File: src/rtl/camera_pkg.sv
// ---------------------------------------------------------------------------
// camera_pkg
// Shared types for the camera-link capture sequencer.
//   cap_state_e : sequencer FSM states (also driven out on the debug port)
//   cap_mode_e  : burst camera-selection modes, encoded as cfg_mode
//   CAM_HAWK / CAM_OWL : camera_sel values
// ---------------------------------------------------------------------------
package camera_pkg;

  typedef enum logic [2:0] {
    ST_IDLE       = 3'd0,
    ST_SELECT     = 3'd1,
    ST_SETTLE     = 3'd2,
    ST_TRIGGER    = 3'd3,
    ST_WAIT_START = 3'd4,
    ST_WAIT_DONE  = 3'd5,
    ST_GAP        = 3'd6,
    ST_FINISH     = 3'd7
  } cap_state_e;

  typedef enum logic [1:0] {
    MODE_HAWK     = 2'd0,
    MODE_OWL      = 2'd1,
    MODE_ALT_HAWK = 2'd2,
    MODE_ALT_OWL  = 2'd3
  } cap_mode_e;

  localparam logic CAM_HAWK = 1'b0;
  localparam logic CAM_OWL  = 1'b1;

  // Camera used for the first frame of a burst.
  function automatic logic first_sel(input cap_mode_e mode);
    return ((mode == MODE_OWL) || (mode == MODE_ALT_OWL)) ? CAM_OWL : CAM_HAWK;
  endfunction

  // Alternating modes flip the camera after every frame.
  function automatic logic is_alt(input cap_mode_e mode);
    return (mode == MODE_ALT_HAWK) || (mode == MODE_ALT_OWL);
  endfunction

endpackage

File: src/rtl/cap_cycle_timer.sv
// ---------------------------------------------------------------------------
// cap_cycle_timer
// Loadable 32-bit up-counter with enable and a terminal-match flag.
//   sys_clk, sys_rst : clock, asynchronous active-high reset
//   i_load, i_load_val : load the counter (has priority over i_en)
//   i_en             : count up by one per cycle
//   i_match          : number of cycles to measure
//   o_match          : high in the cycle that completes i_match cycles since
//                      the load (count+1 >= i_match); stays high afterwards,
//                      and is high immediately when i_match is 0
// ---------------------------------------------------------------------------
module cap_cycle_timer (
  input  logic        sys_clk,
  input  logic        sys_rst,
  input  logic        i_load,
  input  logic [31:0] i_load_val,
  input  logic        i_en,
  input  logic [31:0] i_match,
  output logic        o_match
);

  logic [31:0] r_count;
  logic [32:0] w_elapsed;

  always_ff @(posedge sys_clk or posedge sys_rst) begin
    if (sys_rst) begin
      r_count <= '0;
    end else if (i_load) begin
      r_count <= i_load_val;
    end else if (i_en) begin
      r_count <= r_count + 32'd1;
    end
  end

  // Widened so the compare never wraps at the top of the range.
  assign w_elapsed = {1'b0, r_count} + 33'd1;
  assign o_match   = (w_elapsed >= {1'b0, i_match});

endmodule

File: src/rtl/capture_sequencer.sv
// ---------------------------------------------------------------------------
// capture_sequencer
// Issues multi-frame capture bursts: drives camera select and the capture
// trigger, then tracks each frame through to the end of its DMA.
//
// Ports
//   sys_clk, sys_rst        : clock, asynchronous active-high reset
//   i_start                 : 1-cycle pulse, begin a burst (ignored while busy)
//   i_abort                 : 1-cycle pulse, stop the burst after the current frame
//   i_cfg_frames/mode/gap/start_timeout : burst config, latched at start
//   i_serde_locked          : PHY lock
//   i_camera_in_progress    : capture path busy
//   i_dma_last              : tlast & tvalid & tready of the S2MM stream
//   o_camera_sel            : 0 = hawk, 1 = owl (held after the burst)
//   o_new_capture           : trigger level, high for TRIG_CYCLES per frame
//   o_busy / o_done         : burst active / 1-cycle end-of-burst pulse
//   o_aborted               : sticky until next start
//   o_frames_ok/failed      : saturating frame counters
//   o_last_frame_ts/cycles  : frame timing (only with FRAME_TIMING_EN)
//   o_state                 : debug view of the FSM state
//
// Signalling: there is no valid/ready handshake on this block. i_start and
// i_abort are single-cycle pulses sampled on every rising edge; o_done is a
// single-cycle pulse; all other outputs are levels.
//
// Build option: define FRAME_TIMING_EN to build the free-running timestamp
// and frame-length capture; otherwise both timing outputs are tied to 0.
// ---------------------------------------------------------------------------
module capture_sequencer
  import camera_pkg::*;
#(
  parameter int unsigned SETTLE_CYCLES = 16,
  parameter int unsigned TRIG_CYCLES   = 4,
  parameter int unsigned CNT_W         = 16
) (
  input  logic             sys_clk,
  input  logic             sys_rst,
  input  logic             i_start,
  input  logic             i_abort,
  input  logic [CNT_W-1:0] i_cfg_frames,
  input  logic [1:0]       i_cfg_mode,
  input  logic [31:0]      i_cfg_gap,
  input  logic [31:0]      i_cfg_start_timeout,
  input  logic             i_serde_locked,
  input  logic             i_camera_in_progress,
  input  logic             i_dma_last,
  output logic             o_camera_sel,
  output logic             o_new_capture,
  output logic             o_busy,
  output logic             o_done,
  output logic             o_aborted,
  output logic [CNT_W-1:0] o_frames_ok,
  output logic [CNT_W-1:0] o_frames_failed,
  output logic [31:0]      o_last_frame_ts,
  output logic [31:0]      o_last_frame_cycles,
  output cap_state_e       o_state
);

  cap_state_e       r_state, w_next_state;
  cap_mode_e        r_cfg_mode;
  logic [CNT_W-1:0] r_cfg_frames, r_frames_ok, r_frames_failed, r_frames_done;
  logic [31:0]      r_cfg_gap, r_cfg_tmo;
  logic             r_camera_sel, r_frame_sel;
  logic             r_abort_pend, r_aborted, r_dma_seen;
  logic [7:0]       r_trig_cnt;

  logic        w_timer_load, w_timer_hit;
  logic [31:0] w_timer_match;
  logic        w_burst_start, w_frame_ok, w_frame_fail;

  // One timer serves settle, start timeout and gap. It is loaded when leaving
  // SELECT, so the start timeout covers SETTLE + TRIGGER + WAIT_START.
  cap_cycle_timer u_timer (
    .sys_clk    (sys_clk),
    .sys_rst    (sys_rst),
    .i_load     (w_timer_load),
    .i_load_val (32'd0),
    .i_en       (1'b1),
    .i_match    (w_timer_match),
    .o_match    (w_timer_hit)
  );

  always_ff @(posedge sys_clk or posedge sys_rst) begin
    if (sys_rst) begin
      r_state <= ST_IDLE;
    end else begin
      r_state <= w_next_state;
    end
  end

  always_comb begin
    w_next_state  = r_state;
    w_timer_load  = 1'b0;
    w_timer_match = r_cfg_gap;
    w_burst_start = 1'b0;
    w_frame_ok    = 1'b0;
    w_frame_fail  = 1'b0;
    case (r_state)
      ST_IDLE: begin
        if (i_start) begin
          if (i_cfg_frames == '0) begin
            w_next_state = ST_FINISH;
          end else begin
            w_next_state  = ST_SELECT;
            w_burst_start = 1'b1;
          end
        end
      end
      ST_SELECT: begin
        if (i_abort) begin
          w_next_state = ST_FINISH;
        end else begin
          w_timer_load = 1'b1;
          if ((r_frame_sel == r_camera_sel) && !i_camera_in_progress) begin
            w_next_state = ST_TRIGGER;
          end else begin
            w_next_state = ST_SETTLE;
          end
        end
      end
      ST_SETTLE: begin
        w_timer_match = 32'(SETTLE_CYCLES);
        if (i_abort) begin
          w_next_state = ST_FINISH;
        end else if (w_timer_hit && i_serde_locked && !i_camera_in_progress) begin
          w_next_state = ST_TRIGGER;
        end
      end
      ST_TRIGGER: begin
        if (r_trig_cnt == 8'(TRIG_CYCLES - 1)) begin
          w_next_state = ST_WAIT_START;
        end
      end
      ST_WAIT_START: begin
        w_timer_match = r_cfg_tmo;
        // Level test also catches a rise that happened during TRIGGER.
        if (i_camera_in_progress) begin
          w_next_state = ST_WAIT_DONE;
        end else if ((r_cfg_tmo != '0) && w_timer_hit) begin
          w_frame_fail = 1'b1;
          w_timer_load = 1'b1;
          w_next_state = ST_GAP;
        end
      end
      ST_WAIT_DONE: begin
        if (!i_camera_in_progress) begin
          w_frame_ok   = r_dma_seen || i_dma_last;
          w_frame_fail = !(r_dma_seen || i_dma_last);
          w_timer_load = 1'b1;
          w_next_state = ST_GAP;
        end
      end
      ST_GAP: begin
        if (i_abort) begin
          w_next_state = ST_FINISH;
        end else if (w_timer_hit) begin
          if ((r_frames_done == r_cfg_frames) || r_abort_pend) begin
            w_next_state = ST_FINISH;
          end else begin
            w_next_state = ST_SELECT;
          end
        end
      end
      ST_FINISH: w_next_state = ST_IDLE;
      default:   w_next_state = ST_IDLE;
    endcase
  end

  always_ff @(posedge sys_clk or posedge sys_rst) begin
    if (sys_rst) begin
      r_cfg_mode      <= MODE_HAWK;
      r_cfg_frames    <= '0;
      r_cfg_gap       <= '0;
      r_cfg_tmo       <= '0;
      r_camera_sel    <= CAM_HAWK;
      r_frame_sel     <= CAM_HAWK;
      r_frames_ok     <= '0;
      r_frames_failed <= '0;
      r_frames_done   <= '0;
      r_abort_pend    <= 1'b0;
      r_aborted       <= 1'b0;
      r_dma_seen      <= 1'b0;
      r_trig_cnt      <= '0;
    end else begin
      if (w_burst_start) begin
        r_cfg_mode      <= cap_mode_e'(i_cfg_mode);
        r_cfg_frames    <= i_cfg_frames;
        r_cfg_gap       <= i_cfg_gap;
        r_cfg_tmo       <= i_cfg_start_timeout;
        r_frame_sel     <= first_sel(cap_mode_e'(i_cfg_mode));
        r_frames_ok     <= '0;
        r_frames_failed <= '0;
        r_frames_done   <= '0;
        r_abort_pend    <= 1'b0;
        r_aborted       <= 1'b0;
      end

      if ((r_state == ST_SELECT) && (w_next_state == ST_SETTLE)) begin
        r_camera_sel <= r_frame_sel;
      end

      r_trig_cnt <= (r_state == ST_TRIGGER) ? r_trig_cnt + 8'd1 : 8'd0;

      if (r_state == ST_WAIT_DONE) begin
        if (i_dma_last) r_dma_seen <= 1'b1;
      end else begin
        r_dma_seen <= 1'b0;
      end

      if (w_frame_ok && (r_frames_ok != '1)) begin
        r_frames_ok <= r_frames_ok + CNT_W'(1);
      end
      if (w_frame_fail && (r_frames_failed != '1)) begin
        r_frames_failed <= r_frames_failed + CNT_W'(1);
      end
      // Failed frames advance the alternation too.
      if (w_frame_ok || w_frame_fail) begin
        r_frames_done <= r_frames_done + CNT_W'(1);
        if (is_alt(r_cfg_mode)) r_frame_sel <= ~r_frame_sel;
      end

      if (i_abort && (r_state != ST_IDLE)) begin
        r_aborted <= 1'b1;
      end
      // Mid-frame aborts wait for GAP so no DMA is cut short.
      if (i_abort && ((r_state == ST_TRIGGER) || (r_state == ST_WAIT_START) ||
                      (r_state == ST_WAIT_DONE))) begin
        r_abort_pend <= 1'b1;
      end
    end
  end

`ifdef FRAME_TIMING_EN
  logic [31:0] r_ts, r_rise_ts, r_last_ts, r_last_cycles;
  logic        r_cip_d;

  always_ff @(posedge sys_clk or posedge sys_rst) begin
    if (sys_rst) begin
      r_ts          <= '0;
      r_rise_ts     <= '0;
      r_last_ts     <= '0;
      r_last_cycles <= '0;
      r_cip_d       <= 1'b0;
    end else begin
      r_ts    <= r_ts + 32'd1;
      r_cip_d <= i_camera_in_progress;
      if (i_camera_in_progress && !r_cip_d) begin
        r_rise_ts <= r_ts;
        r_last_ts <= r_ts;
      end
      if (!i_camera_in_progress && r_cip_d) begin
        r_last_cycles <= r_ts - r_rise_ts;
      end
    end
  end

  assign o_last_frame_ts     = r_last_ts;
  assign o_last_frame_cycles = r_last_cycles;
`else
  assign o_last_frame_ts     = '0;
  assign o_last_frame_cycles = '0;
`endif

  assign o_camera_sel    = r_camera_sel;
  assign o_new_capture   = (r_state == ST_TRIGGER);
  assign o_busy          = (r_state != ST_IDLE);
  assign o_done          = (r_state == ST_FINISH);
  assign o_aborted       = r_aborted;
  assign o_frames_ok     = r_frames_ok;
  assign o_frames_failed = r_frames_failed;
  assign o_state         = r_state;

endmodule

File: config.mk
export PLATFORM = sky130hd
export DESIGN_NAME = capture_sequencer
export DESIGN_NICKNAME = d
export VERILOG_FILES = /design/src/rtl/camera_pkg.sv /design/src/rtl/cap_cycle_timer.sv /design/src/rtl/capture_sequencer.sv
export SDC_FILE = /design/constraint.sdc
export NUM_CORES = 1
export LEC_CHECK = 0
export BUFFER_PORTS_ARGS = -buffer_cell sky130_fd_sc_hd__buf_2
export CORE_MARGIN = 8
export CORE_UTILIZATION = 23
export DETAILED_ROUTE_END_ITERATION = 7
export PLACE_DENSITY_LB_ADDON = 0.05
export SKIP_CTS_REPAIR_TIMING = 1
export SYNTH_ARGS = -nofsm -noshare
export SYNTH_HDL_FRONTEND = slang
export SYNTH_SLANG_ARGS = --single-unit
File: constraint.sdc
create_clock -name sys_clk -period 7.68 [get_ports sys_clk]
set_input_delay 1.152 -clock sys_clk [delete_from_list [all_inputs] [get_ports sys_clk]]
set_output_delay 1.152 -clock sys_clk [all_outputs]
set_load 0.05 [all_outputs]
==> impl_metrics.csv <==
group,metric,value,unit
placed_design,port_buffers,128,
global_routing,grt_pass1_vias,8231,
layout,area_growth,15.70,%
routing,routedWlPerCell,17.67,um
clock_network,cts_buffers,17,
setup_path,worstPathArrival,5.07,ns
routing,drtPass1Iterations,5,
setup_path,criticalPathCategory,"reg -> reg",
floorplanning,start_util,0.2318,
sta,setup_viol,0,
floorplanning,rows,76,
sta,fin_crit_sh,0.6166,
sta,fin_worst_skew,0.01192,ns
pwr,leakage,5.668,nW
sta,hold_viol,0,
yosys,synth_seq_cells,177,
routing,vias,7833,
global_routing,grtUsageTotal,0.1269,
layout,fin_nets,1344,
placed_design,place.gp.congestion,0.7310,
hold_path,worstHoldPathType,"reg -> reg",
yosys,synth_area_per_cell,8.938,um2
setup_path,end_kind,"flip-flop",
yosys,syn_inst,1110,
layout,antenna_cells,0,
placed_design,dp_cells,1745,
yosys,syn_area,0.009921,mm2
sta,tns,0,ns
setup_path,startpoint_type,"flip-flop",
pwr,peakVddDrop,0.1641,mV
layout,register_area,0.004429,mm2
setup_path,worst_ep_required_time,8.02,ns
clock_network,clock_latency,0.45,ns
sta,slew_viol_final,0,
yosys,synth_edf_count,0,
yosys,synth_top_area_share,0.4465,
global_routing,grt_remaining_overflow,0,
yosys,synthTopCellsByArea,"dfrtp_1, nand2_1, buf_4",
routing,drc,0,
clock_network,root_buffer,"clkbuf_16",
floorplanning,core,0.04279,mm2
placed_design,dp_hpwl,23.05,mm
clock_network,clock_path_buffers,2,
floorplanning,io_pins,193,
floorplanning,die_area,0.05004,mm2
floorplanning,dieHeight,223.7,um
sta,timing.fmax,0.2112,GHz
routing,drt-initial-drc-count,292,
layout,multi_input_area,0.005042,mm2
routing,ant_nets,0,
setup_path,rrSetupSlack,2.94,ns
clock_network,htree_levels,4,
sta,rsz0062_at_grt,"no",
clock_network,clock-sinks,177,
yosys,yosysWarnings,0,
global_routing,grt_max_degree,89,
floorplanning,dieWidth,223.7,um
sta,period_minus_slack,4.736,ns
sta,worstMarginPinSlew,0.8259,ns
setup_path,crit_fanout,31,
global_routing,antenna_found_initial,1,
run_status,status,"finished clean",
routing,routed_wirelength,31.36,mm
layout,drive_gt1_frac,0.1489,
layout,nFillCells,4670,
routing,via_per_inst,4.413,
sta,slew_headroom,0.4494,
clock_network,cts_tree,"yes",
yosys,ys_async_sr_fraction,1.000,
yosys,synthFlopType,"dfrtp_1",
clock_network,clkSlewWorstSetupHoldPaths,0.07,ns
flow_run,max_cap_violations,0,
yosys,synth_seq_area_share,0.4465,
layout,stdcell_count,1775,
global_routing,grt_pass1_wl,49.69,mm
pwr,p_per_area,330.5,mW/mm2
yosys,synth_cell_type_count,64,
yosys,yosysTopAreaCell,"dfrtp_1",
path summary, 6_finish.rpt:
kind	cells past startpoint	endpoint	startpoint
setup / recovery	15	r_frames_done[4]	u_timer.r_count[0]
hold / removal	2	r_cfg_gap[0]	r_cfg_gap[0]
setup reg to reg	15	r_frames_done[4]	u_timer.r_count[0]
hold reg to reg	2	r_cfg_gap[0]	r_cfg_gap[0]
max in group asynchronous	3	r_dma_seen	sys_rst
min in group asynchronous	2	o_frames_ok[10]	sys_rst
state kept, by name, summed over array words and instances, names as in the netlist, 3 cells and up:
| name | count |
|---|---|
| r_cfg_gap | 32 |
| r_cfg_tmo | 32 |
| u_timer.r_count | 32 |
| o_frames_failed | 16 |
| o_frames_ok | 16 |
| r_cfg_frames | 16 |
| r_frames_done | 16 |
| r_trig_cnt | 8 |
| o_state | 3 |
synthesized netlist by cell type, drive strengths merged, types with 3 or more instances:
cell type / instances
nand2: 309
dfrtp: 177
buf: 76
nand3: 54
xnor2: 45
nor2: 42
nor2b: 39
ha: 37
a22oi: 33
clkbuf: 33
o21ai: 31
a21oi: 24
and3: 23
nor4: 21
xor2: 21
nand4: 19
nor3: 13
inv: 12
a21o: 10
mux2i: 9
a211o: 8
nand2b: 7
a22o: 6
a221o: 5
and2: 5
and4: 5
a31oi: 4
nor3b: 4
o31ai: 4
or3: 4
nand3b: 3
cells in the final DEF (no fill, tap or decap), types with 5 or more instances in the layout:
| master | count |
|---|---|
| nand3_1 | 53 |
| dfrtp_1 | 177 |
| and3_1 | 23 |
| o21ai_0 | 28 |
| nor2b_1 | 38 |
| a21o_1 | 10 |
| buf_4 | 7 |
| a21oi_1 | 23 |
| inv_1 | 11 |
| and4_1 | 5 |
| conb_1 | 64 |
| mux2i_1 | 9 |
| nand2b_1 | 7 |
| buf_2 | 128 |
| a211o_1 | 8 |
| and2_1 | 5 |
| ha_1 | 37 |
| nand2_1 | 309 |
| a221o_1 | 5 |
| clkbuf_16 | 17 |
| a22o_1 | 6 |
| nand4_1 | 17 |
| a22oi_1 | 33 |
| nor3_1 | 12 |
| xnor2_1 | 45 |
| xor2_1 | 21 |
| nor2_1 | 42 |
| nor4_1 | 19 |
metal layers:
metal,track usage,vias to the layer above,part of all wire
li1,-,3897,-
met1,0.1700,3786,0.49
met2,0.2042,131,0.47
met3,0.03008,17,0.039
met4,0.03101,2,0.0082
met5,0,-,0.00041
cell families (layout without fill, tap and decap cells):
group                    count (synthesis)  in the layout  share of synthesized area
multiplexers                            11             11                    0.01135
AND/OR/NAND/NOR                        554            554                     0.2601
adder cells (fa/ha/maj)                 37             37                    0.04666
flip-flops                             177            177                     0.4465
other                                    1             64                  0.0003780
buffers and inverters                  121            177                    0.07315
AO/OA/AOI/OAI                          143            143                     0.1037
XOR/XNOR                                66             66                    0.05827
final cells by class:
cell class                 instances  area share
timing repair buffer             135     0.06039
tap                              546     0.05952
sequential                       177      0.3859
clock buffer                      21     0.04099
multi-input combinational        875      0.4393
clock inverter                     9    0.009374
inverter                          12    0.004578
where the power goes:
part | leakage (nW) | internal (mW) | switching (mW)
sequential | 2.33 | 1.20 | 0.304
clock | 0.281 | 0.502 | 0.398
combinational | 3.06 | 0.463 | 0.927
through the flow:
stage	instance area [um2]	util	worst slack, ns	hold slack, ns	power, mW
6_report	11480	0.2682	2.944	0.4787	3.793
5_1_grt	11480	0.2682	2.558	0.4981	4.097
4_1_cts	11480	0.2682	2.864	0.4835	3.871
3_5_place_dp	10900	0.2547	2.875	0.4686	2.941
3_3_place_gp	10900	0.2547	2.896	0.4643	2.949
2_1_floorplan	10160	-	1.726	0.4465	2.483
critical path: stages (launching register included):
cell     delay, ns
dfrtp_1       0.46
ha_1          0.26
and3_1        0.24
and2_1        0.42
and3_1        0.31
nand3_1       0.14
nor2_1        0.16
xor2_1        0.10
ha_1          0.30
nand3_1       0.18
nor4_4        0.44
nand3_1       0.19
and3b_1       0.31
a41o_4        0.42
and2_1        0.34
a211o_1       0.34
Power figures use the tool's default switching activity.
